`src/rtl/bus_arb_defs.sv`:
```
// -----------------------------------------------------------------------------
// bus_arb_defs
// Shared definitions for the two-master system bus arbiter: FSM state
// encodings, master identifiers, the invalid-slave code and the slave
// select to one-hot enable decode.
// -----------------------------------------------------------------------------
package bus_arb_defs;

    // Arbiter sequencing states.
    typedef enum logic [1:0] {
        ST_IDLE = 2'd0,
        ST_ADDR = 2'd1,
        ST_DATA = 2'd2
    } arb_state_t;

    // Master identifiers. The value doubles as the bus mux select.
    localparam logic MASTER_1 = 1'b0;
    localparam logic MASTER_2 = 1'b1;

    // slave_sel code that never addresses a real slave.
    localparam logic [1:0] SLAVE_INVALID = 2'd3;

    // Decode a slave select into the one-hot slave enable vector.
    // The invalid code decodes to no enable at all.
    function automatic logic [2:0] slave_onehot(input logic [1:0] sel);
        logic [2:0] en;
        case (sel)
            2'd0:    en = 3'b001;
            2'd1:    en = 3'b010;
            2'd2:    en = 3'b100;
            default: en = 3'b000;
        endcase
        return en;
    endfunction

endpackage : bus_arb_defs

```
`src/rtl/rr_pick2.sv`:
```
// -----------------------------------------------------------------------------
// rr_pick2
// Combinational two-way round-robin chooser.
//
// Ports:
//   elig[1:0]   in   eligibility, bit 0 = master 1, bit 1 = master 2
//   last_grant  in   master that owned the bus last (loses a tie)
//   pick_id     out  chosen master (MASTER_1 / MASTER_2)
//   pick_valid  out  1 when at least one master is eligible
// -----------------------------------------------------------------------------
module rr_pick2
    import bus_arb_defs::*;
(
    input  logic [1:0] elig,
    input  logic       last_grant,
    output logic       pick_id,
    output logic       pick_valid
);

    // Choose the single eligible master, or on a tie the one that did not
    // hold the bus last.
    always_comb begin
        pick_id    = MASTER_1;
        pick_valid = 1'b0;
        case (elig)
            2'b01: begin
                pick_id    = MASTER_1;
                pick_valid = 1'b1;
            end
            2'b10: begin
                pick_id    = MASTER_2;
                pick_valid = 1'b1;
            end
            2'b11: begin
                pick_id    = ~last_grant;
                pick_valid = 1'b1;
            end
            default: begin
                pick_id    = MASTER_1;
                pick_valid = 1'b0;
            end
        endcase
    end

endmodule : rr_pick2

```
`src/rtl/bus_arbiter_2m.sv`:
```
// -----------------------------------------------------------------------------
// bus_arbiter_2m
// Central arbiter/sequencer for the shared system bus: two masters, up to
// three slaves. Grants ownership round-robin, drives the bus mux select and
// slave enables, counts burst beats to release the bus, and handles slave
// split/resume plus a per-beat timeout.
//
// Ports:
//   clk           in   system clock, rising edge
//   reset         in   synchronous active-high reset
//   m1_req/m2_req in   level bus requests
//   m*_slave_sel  in   target slave 0..2 (3 = invalid, never granted)
//   m*_burst_len  in   burst beats, 0 treated as 1
//   beat_done     in   one data beat completed this cycle
//   slave_split   in   addressed slave requests a split (DATA only)
//   slave_resume  in   split slave ready to resume (pulse)
//   m1_grant      out  master 1 owns the bus
//   m2_grant      out  master 2 owns the bus
//   bus_sel       out  mux select, 0 = master 1, 1 = master 2
//   slave_en      out  one-hot slave enable
//   arb_busy      out  arbiter not idle
//   arb_timeout   out  one-cycle pulse on a timeout abort
// -----------------------------------------------------------------------------
module bus_arbiter_2m
    import bus_arb_defs::*;
#(
    parameter int BURST_W = 5,
    parameter int TIMEOUT = 1000,
    parameter int TO_W    = 10
) (
    input  logic               clk,
    input  logic               reset,
    input  logic               m1_req,
    input  logic               m2_req,
    input  logic [1:0]         m1_slave_sel,
    input  logic [1:0]         m2_slave_sel,
    input  logic [BURST_W-1:0] m1_burst_len,
    input  logic [BURST_W-1:0] m2_burst_len,
    input  logic               beat_done,
    input  logic               slave_split,
    input  logic               slave_resume,
    output logic               m1_grant,
    output logic               m2_grant,
    output logic               bus_sel,
    output logic [2:0]         slave_en,
    output logic               arb_busy,
    output logic               arb_timeout
);

    localparam logic [BURST_W-1:0] LEN_ONE  = BURST_W'(1);
    localparam logic [BURST_W-1:0] LEN_ZERO = {BURST_W{1'b0}};
    localparam logic [TO_W-1:0]    TO_ZERO  = {TO_W{1'b0}};
    localparam logic [TO_W-1:0]    TO_ONE   = TO_W'(1);
    // Last idle count before the abort fires: the abort happens on the
    // TIMEOUT-th consecutive DATA cycle without a beat.
    localparam logic [TO_W-1:0]    TO_LAST  = TO_W'(TIMEOUT - 1);

    // FSM and burst state.
    arb_state_t         state_r;
    logic               owner_r;
    logic [1:0]         slave_r;
    logic [BURST_W-1:0] len_r;
    logic [BURST_W-1:0] beat_cnt_r;
    logic [TO_W-1:0]    to_cnt_r;
    logic               last_grant_r;

    // Split record.
    logic               split_valid_r;
    logic               split_master_r;
    logic [1:0]         split_slave_r;
    logic [BURST_W-1:0] split_rem_r;
    logic               resume_pending_r;

    // Registered outputs.
    logic               m1_grant_r;
    logic               m2_grant_r;
    logic               bus_sel_r;
    logic [2:0]         slave_en_r;
    logic               arb_busy_r;
    logic               arb_timeout_r;

    // Arbitration decision.
    logic [1:0]         elig_s;
    logic               rr_id_s;
    logic               rr_valid_s;
    logic               pick_go_s;
    logic               pick_owner_s;
    logic [1:0]         pick_slave_s;
    logic [BURST_W-1:0] pick_raw_len_s;
    logic [BURST_W-1:0] pick_len_s;
    logic               pick_resume_s;

    // Eligibility: valid target, not the split master, and not aiming at the
    // slave that is holding a split transaction.
    always_comb begin
        elig_s = 2'b00;
        if (m1_req && (m1_slave_sel != SLAVE_INVALID) &&
            !(split_valid_r && ((split_master_r == MASTER_1) ||
                                (m1_slave_sel == split_slave_r)))) begin
            elig_s[0] = 1'b1;
        end else begin
            elig_s[0] = 1'b0;
        end
        if (m2_req && (m2_slave_sel != SLAVE_INVALID) &&
            !(split_valid_r && ((split_master_r == MASTER_2) ||
                                (m2_slave_sel == split_slave_r)))) begin
            elig_s[1] = 1'b1;
        end else begin
            elig_s[1] = 1'b0;
        end
    end

    rr_pick2 u_rr_pick2 (
        .elig       (elig_s),
        .last_grant (last_grant_r),
        .pick_id    (rr_id_s),
        .pick_valid (rr_valid_s)
    );

    // Grant candidate: a resumed split master pre-empts round-robin and is
    // granted regardless of its current request.
    always_comb begin
        pick_go_s      = 1'b0;
        pick_owner_s   = MASTER_1;
        pick_slave_s   = 2'd0;
        pick_raw_len_s = LEN_ONE;
        pick_resume_s  = 1'b0;
        if (split_valid_r && resume_pending_r) begin
            pick_go_s      = 1'b1;
            pick_owner_s   = split_master_r;
            pick_slave_s   = split_slave_r;
            pick_raw_len_s = split_rem_r;
            pick_resume_s  = 1'b1;
        end else if (rr_valid_s) begin
            pick_go_s    = 1'b1;
            pick_owner_s = rr_id_s;
            if (rr_id_s == MASTER_2) begin
                pick_slave_s   = m2_slave_sel;
                pick_raw_len_s = m2_burst_len;
            end else begin
                pick_slave_s   = m1_slave_sel;
                pick_raw_len_s = m1_burst_len;
            end
        end else begin
            pick_go_s = 1'b0;
        end
    end

    // A zero-length request is a single beat.
    always_comb begin
        if (pick_raw_len_s == LEN_ZERO) begin
            pick_len_s = LEN_ONE;
        end else begin
            pick_len_s = pick_raw_len_s;
        end
    end

    // Arbiter FSM: grant, address phase, beat counting, split and timeout.
    always_ff @(posedge clk) begin
        if (reset) begin
            state_r          <= ST_IDLE;
            owner_r          <= MASTER_1;
            slave_r          <= 2'd0;
            len_r            <= LEN_ZERO;
            beat_cnt_r       <= LEN_ZERO;
            to_cnt_r         <= TO_ZERO;
            last_grant_r     <= MASTER_2;
            split_valid_r    <= 1'b0;
            split_master_r   <= MASTER_1;
            split_slave_r    <= 2'd0;
            split_rem_r      <= LEN_ZERO;
            resume_pending_r <= 1'b0;
            m1_grant_r       <= 1'b0;
            m2_grant_r       <= 1'b0;
            bus_sel_r        <= 1'b0;
            slave_en_r       <= 3'b000;
            arb_busy_r       <= 1'b0;
            arb_timeout_r    <= 1'b0;
        end else begin
            arb_timeout_r <= 1'b0;
            // A resume with no split outstanding is meaningless and dropped.
            if (slave_resume && split_valid_r) begin
                resume_pending_r <= 1'b1;
            end

            case (state_r)
                ST_IDLE: begin
                    if (pick_go_s) begin
                        state_r    <= ST_ADDR;
                        owner_r    <= pick_owner_s;
                        slave_r    <= pick_slave_s;
                        len_r      <= pick_len_s;
                        m1_grant_r <= (pick_owner_s == MASTER_1);
                        m2_grant_r <= (pick_owner_s == MASTER_2);
                        bus_sel_r  <= pick_owner_s;
                        slave_en_r <= slave_onehot(pick_slave_s);
                        arb_busy_r <= 1'b1;
                        if (pick_resume_s) begin
                            split_valid_r    <= 1'b0;
                            resume_pending_r <= 1'b0;
                        end
                    end
                end

                ST_ADDR: begin
                    state_r    <= ST_DATA;
                    beat_cnt_r <= LEN_ZERO;
                    to_cnt_r   <= TO_ZERO;
                end

                ST_DATA: begin
                    if (slave_split) begin
                        // Split beats a coincident beat_done: the beat is
                        // redone after resume.
                        split_valid_r  <= 1'b1;
                        split_master_r <= owner_r;
                        split_slave_r  <= slave_r;
                        split_rem_r    <= len_r - beat_cnt_r;
                        state_r        <= ST_IDLE;
                        m1_grant_r     <= 1'b0;
                        m2_grant_r     <= 1'b0;
                        bus_sel_r      <= 1'b0;
                        slave_en_r     <= 3'b000;
                        arb_busy_r     <= 1'b0;
                    end else if (beat_done) begin
                        to_cnt_r <= TO_ZERO;
                        if (beat_cnt_r == (len_r - LEN_ONE)) begin
                            state_r      <= ST_IDLE;
                            last_grant_r <= owner_r;
                            m1_grant_r   <= 1'b0;
                            m2_grant_r   <= 1'b0;
                            bus_sel_r    <= 1'b0;
                            slave_en_r   <= 3'b000;
                            arb_busy_r   <= 1'b0;
                        end else begin
                            beat_cnt_r <= beat_cnt_r + LEN_ONE;
                        end
                    end else if (to_cnt_r == TO_LAST) begin
                        state_r       <= ST_IDLE;
                        last_grant_r  <= owner_r;
                        arb_timeout_r <= 1'b1;
                        m1_grant_r    <= 1'b0;
                        m2_grant_r    <= 1'b0;
                        bus_sel_r     <= 1'b0;
                        slave_en_r    <= 3'b000;
                        arb_busy_r    <= 1'b0;
                    end else begin
                        to_cnt_r <= to_cnt_r + TO_ONE;
                    end
                end

                default: begin
                    state_r    <= ST_IDLE;
                    m1_grant_r <= 1'b0;
                    m2_grant_r <= 1'b0;
                    bus_sel_r  <= 1'b0;
                    slave_en_r <= 3'b000;
                    arb_busy_r <= 1'b0;
                end
            endcase
        end
    end

    assign m1_grant    = m1_grant_r;
    assign m2_grant    = m2_grant_r;
    assign bus_sel     = bus_sel_r;
    assign slave_en    = slave_en_r;
    assign arb_busy    = arb_busy_r;
    assign arb_timeout = arb_timeout_r;

endmodule : bus_arbiter_2m

```
`config.mk`:
```
export PLATFORM = sky130hd
export DESIGN_NAME = bus_arbiter_2m
export DESIGN_NICKNAME = d
export VERILOG_FILES = /design/src/rtl/bus_arb_defs.sv /design/src/rtl/rr_pick2.sv /design/src/rtl/bus_arbiter_2m.sv
export SDC_FILE = /design/constraint.sdc
export NUM_CORES = 1
export LEC_CHECK = 0
export ABC_AREA = 1
export ABC_CLOCK_PERIOD_IN_PS = 3800
export CORE_ASPECT_RATIO = 0.5
export CORE_UTILIZATION = 55
export DETAILED_ROUTE_END_ITERATION = 8
export MAX_ROUTING_LAYER = met4
export PLACE_DENSITY = 0.77
export SKIP_CTS_REPAIR_TIMING = 1
export SYNTH_ARGS = -nofsm -noshare
export SYNTH_HDL_FRONTEND = slang
export SYNTH_SLANG_ARGS = --single-unit
```
`constraint.sdc`:
```
create_clock -name clk -period 3.8 [get_ports clk]
set_input_delay 0.76 -clock clk [delete_from_list [all_inputs] [get_ports clk]]
set_output_delay 0.76 -clock clk [all_outputs]
set_load 0.03 [all_outputs]
```
==> impl_metrics.json <==
{
  "cts_root_buffer": "clkbuf_8",
  "cts.clk_slew.worst_paths_ps": 80,
  "grt_max_degree": 23,
  "avgSynthCellArea_sq_um": 7.24,
  "max_freq_ghz": 0.423,
  "drv_cap": 0,
  "reg2regPathDepth": 11,
  "drtIter0Drc": 95,
  "cts_num_sinks": 43,
  "yosysMostFrequentCell": "nand2_1",
  "ys.flop_type": "dfxtp_1",
  "hold_path_end": "arb_busy",
  "grt.total_usage_pct": 23.7,
  "fin_area_sq_um": 2970,
  "synth_fp_nets": 381,
  "power_frac_seq_pct": 43.4,
  "drive_above_1_share_pct": 13.9,
  "die_h_microns": 50.1,
  "crit_fanout": 11,
  "synth-seq-cells": 43,
  "critPathKind": "input pin to register",
  "fin_crit_sh_pct": 62.2,
  "setup_tns_ps": 0,
  "worstMarginPinSlew_ps": 683,
  "swShare_pct": 34.2,
  "synth_commonest_cells": "65 x nand2_1, 47 x inv_1, 43 x dfxtp_1, 26 x nand3_1, 26 x nor2_1",
  "slew_headroom_pct": 54.4,
  "cp-end-kind": "register",
  "r2r_end": "slave_en[0]",
  "synth_edf_count": 0,
  "antenna_left": 0,
  "dieWidth_microns": 98.2,
  "critPathArrivalTime_ps": 2610,
  "outcome": "complete, no violations",
  "vdd_drop_max_mv": 0.200,
  "reg2reg_from": "len_r[1]",
  "netlist-cell-type-count": 43,
  "antenna_found_initial": 0,
  "startpoint_type": "input pin",
  "routed_wl_microns": 5270,
  "worstPathRequired_ps": 4040,
  "dieArea_sq_um": 4920,
  "reg2reg_slack_ps": 1910,
  "dr.pass1.iters": 4,
  "period_needed_ps": 2370,
  "holdCritPathClass": "register to register",
  "hold-worst-slack_ps": 474,
  "io_pins": 29,
  "clock_path_buffers": 2,
  "grt_pass1_vias": 2058,
  "start_util_pct": 57.6,
  "wl_per_cell_microns": 12.0,
  "synthCells": 352,
  "htree_num_levels": 2,
  "grt_pass1_wl_microns": 8810,
  "cts_tree": "done",
  "clock_latency_ps": 300,
  "synthArstFlopShare_pct": 0,
  "nets": 410,
  "min_from": "arb_busy",
  "setup_violations": 0,
  "rsz0062_at_grt": "no",
  "p_leak_nw": 1.28,
  "ys_warn_count": 0,
  "dp.cells": 431,
  "place_congestion": 0.850,
  "yosys.area.top_type": "dfxtp_1",
  "switchingPower_uw": 411,
  "port_buffers": 28,
  "synth_area_leaders": "dfxtp_1 34%, nand2_1 9.6%, inv_1 6.9%",
  "clock_skew_ps": 4.71,
  "antenna_cells": 0,
  "viasPerCell": 5.18,
  "stdcell_count": 439,
  "rows": 17,
  "synth_top_area_share_pct": 33.8,
  "cts_buffers": 5,
  "route.detailed.drc": 0,
  "ys_seq_area_share_pct": 33.8,
  "core_sq_um": 4420,
  "power_density_nw_per_um2": 405,
  "overflow": 0,
  "num_vias": 2273,
  "finalHoldViolations": 0,
  "maxSlewViolCount": 0,
  "placed_area_sq_um": 2870,
  "clkPwrFrac_pct": 27.2,
  "min_path_cells": 2,
  "p_int_uw": 791,
  "area_growth_pct": 16.7,
  "syn_area_sq_um": 2550,
  "dp_hpwl_microns": 4130,
  "combPwrFrac_pct": 29.5
}
[power groups by stage]
stage	registers (mW)	clock network, mW	logic, mW
after floorplan	0.537	0	0.252
after global placement	0.530	0	0.343
after detailed placement	0.531	0	0.353
after CTS	0.521	0.332	0.355
after global routing	0.527	0.349	0.396
final	0.521	0.327	0.354
[worst max-delay path: stages]
cell and delay, ps:
clkdlybuf4s50_1 500, inv_1 60, nand2_1 70, nand2_1 40, nand3_1 60, nand2_1 100
nand2_1 90, nand2_2 80, nand3_1 70, nand2_1 200, inv_2 190, nand2_2 100
inv_2 110, nand2_1 70, o21ai_1 110
[state kept, by name (all words and copies together) (netlist names)]
register / count
slave_r: 2
m1_grant: 1
len_r: 5
to_cnt_r: 10
owner_r: 1
last_grant_r: 1
state_r: 2
split_rem_r: 5
split_valid_r: 1
split_slave_r: 2
bus_sel: 1
slave_en: 3
resume_pending_r: 1
arb_busy: 1
beat_cnt_r: 5
arb_timeout: 1
split_master_r: 1
[metrics by stage]
stage | util (%) | total power [mW] | setup slack (ps)
after floorplan | - | 0.789 | 1910
after global placement | 64.8 | 0.873 | 1180
after detailed placement | 64.8 | 0.884 | 1130
after CTS | 67.2 | 1.21 | 1440
after global routing | 67.2 | 1.27 | 1230
final | 67.2 | 1.20 | 1430
[cell type report]
type | instances | area (sq um)
clock inverter | 1 | 7.51
tap | 57 | 71.3
inverter | 58 | 223
fill | 389 | 1450
sequential | 43 | 861
multi-input combinational | 244 | 1430
timing repair buffer | 29 | 288
clock buffer | 7 | 96.3
[cell families (layout without fill, tap and decap cells)]
logic type      count (synthesis)  in the layout  share of synthesized area, %
fa+ha+maj                       8              8                          4.22
compound gates                 68             68                          16.5
flops                          43             43                          33.8
buf+inv                        65             95                          10.3
xor+xnor                       12             12                          4.13
simple gates                  156            156                          31.1
[cells in the final DEF, fill, tap and decap left out, types with 9 or more instances in the layout]
| cell | n |
|---|---|
| inv_2 | 9 |
| inv_1 | 47 |
| nor2_1 | 26 |
| o21ai_1 | 9 |
| nand3_1 | 26 |
| dfxtp_1 | 43 |
| a21oi_1 | 25 |
| clkdlybuf4s50_1 | 28 |
| nand2_1 | 65 |
| o21ai_0 | 19 |
[routing by layer]
metal	share of wire [%]	GRT usage (%)	vias up
met5	0	-	-
met4	0.80	6.72	0
li1	-	-	1192
met3	4.6	5.53	6
met2	45	39.0	55
met1	50	29.4	1020
[how the worst max path moves through the flow]
| stage | end | cells after the start | from |
|---|---|---|---|
| 6_report | slave_en[0] | 15 | m2_slave_sel[0] |
| 2_1_floorplan | slave_en[0] | 10 | m1_req |
| 5_1_grt | slave_r[0] | 12 | m2_slave_sel[0] |
| 3_5_place_dp | slave_en[1] | 10 | m1_slave_sel[1] |
| 4_1_cts | slave_en[1] | 15 | m2_slave_sel[0] |
| 3_3_place_gp | slave_en[1] | 10 | m1_slave_sel[1] |
(Power assumes the default switching activity.)
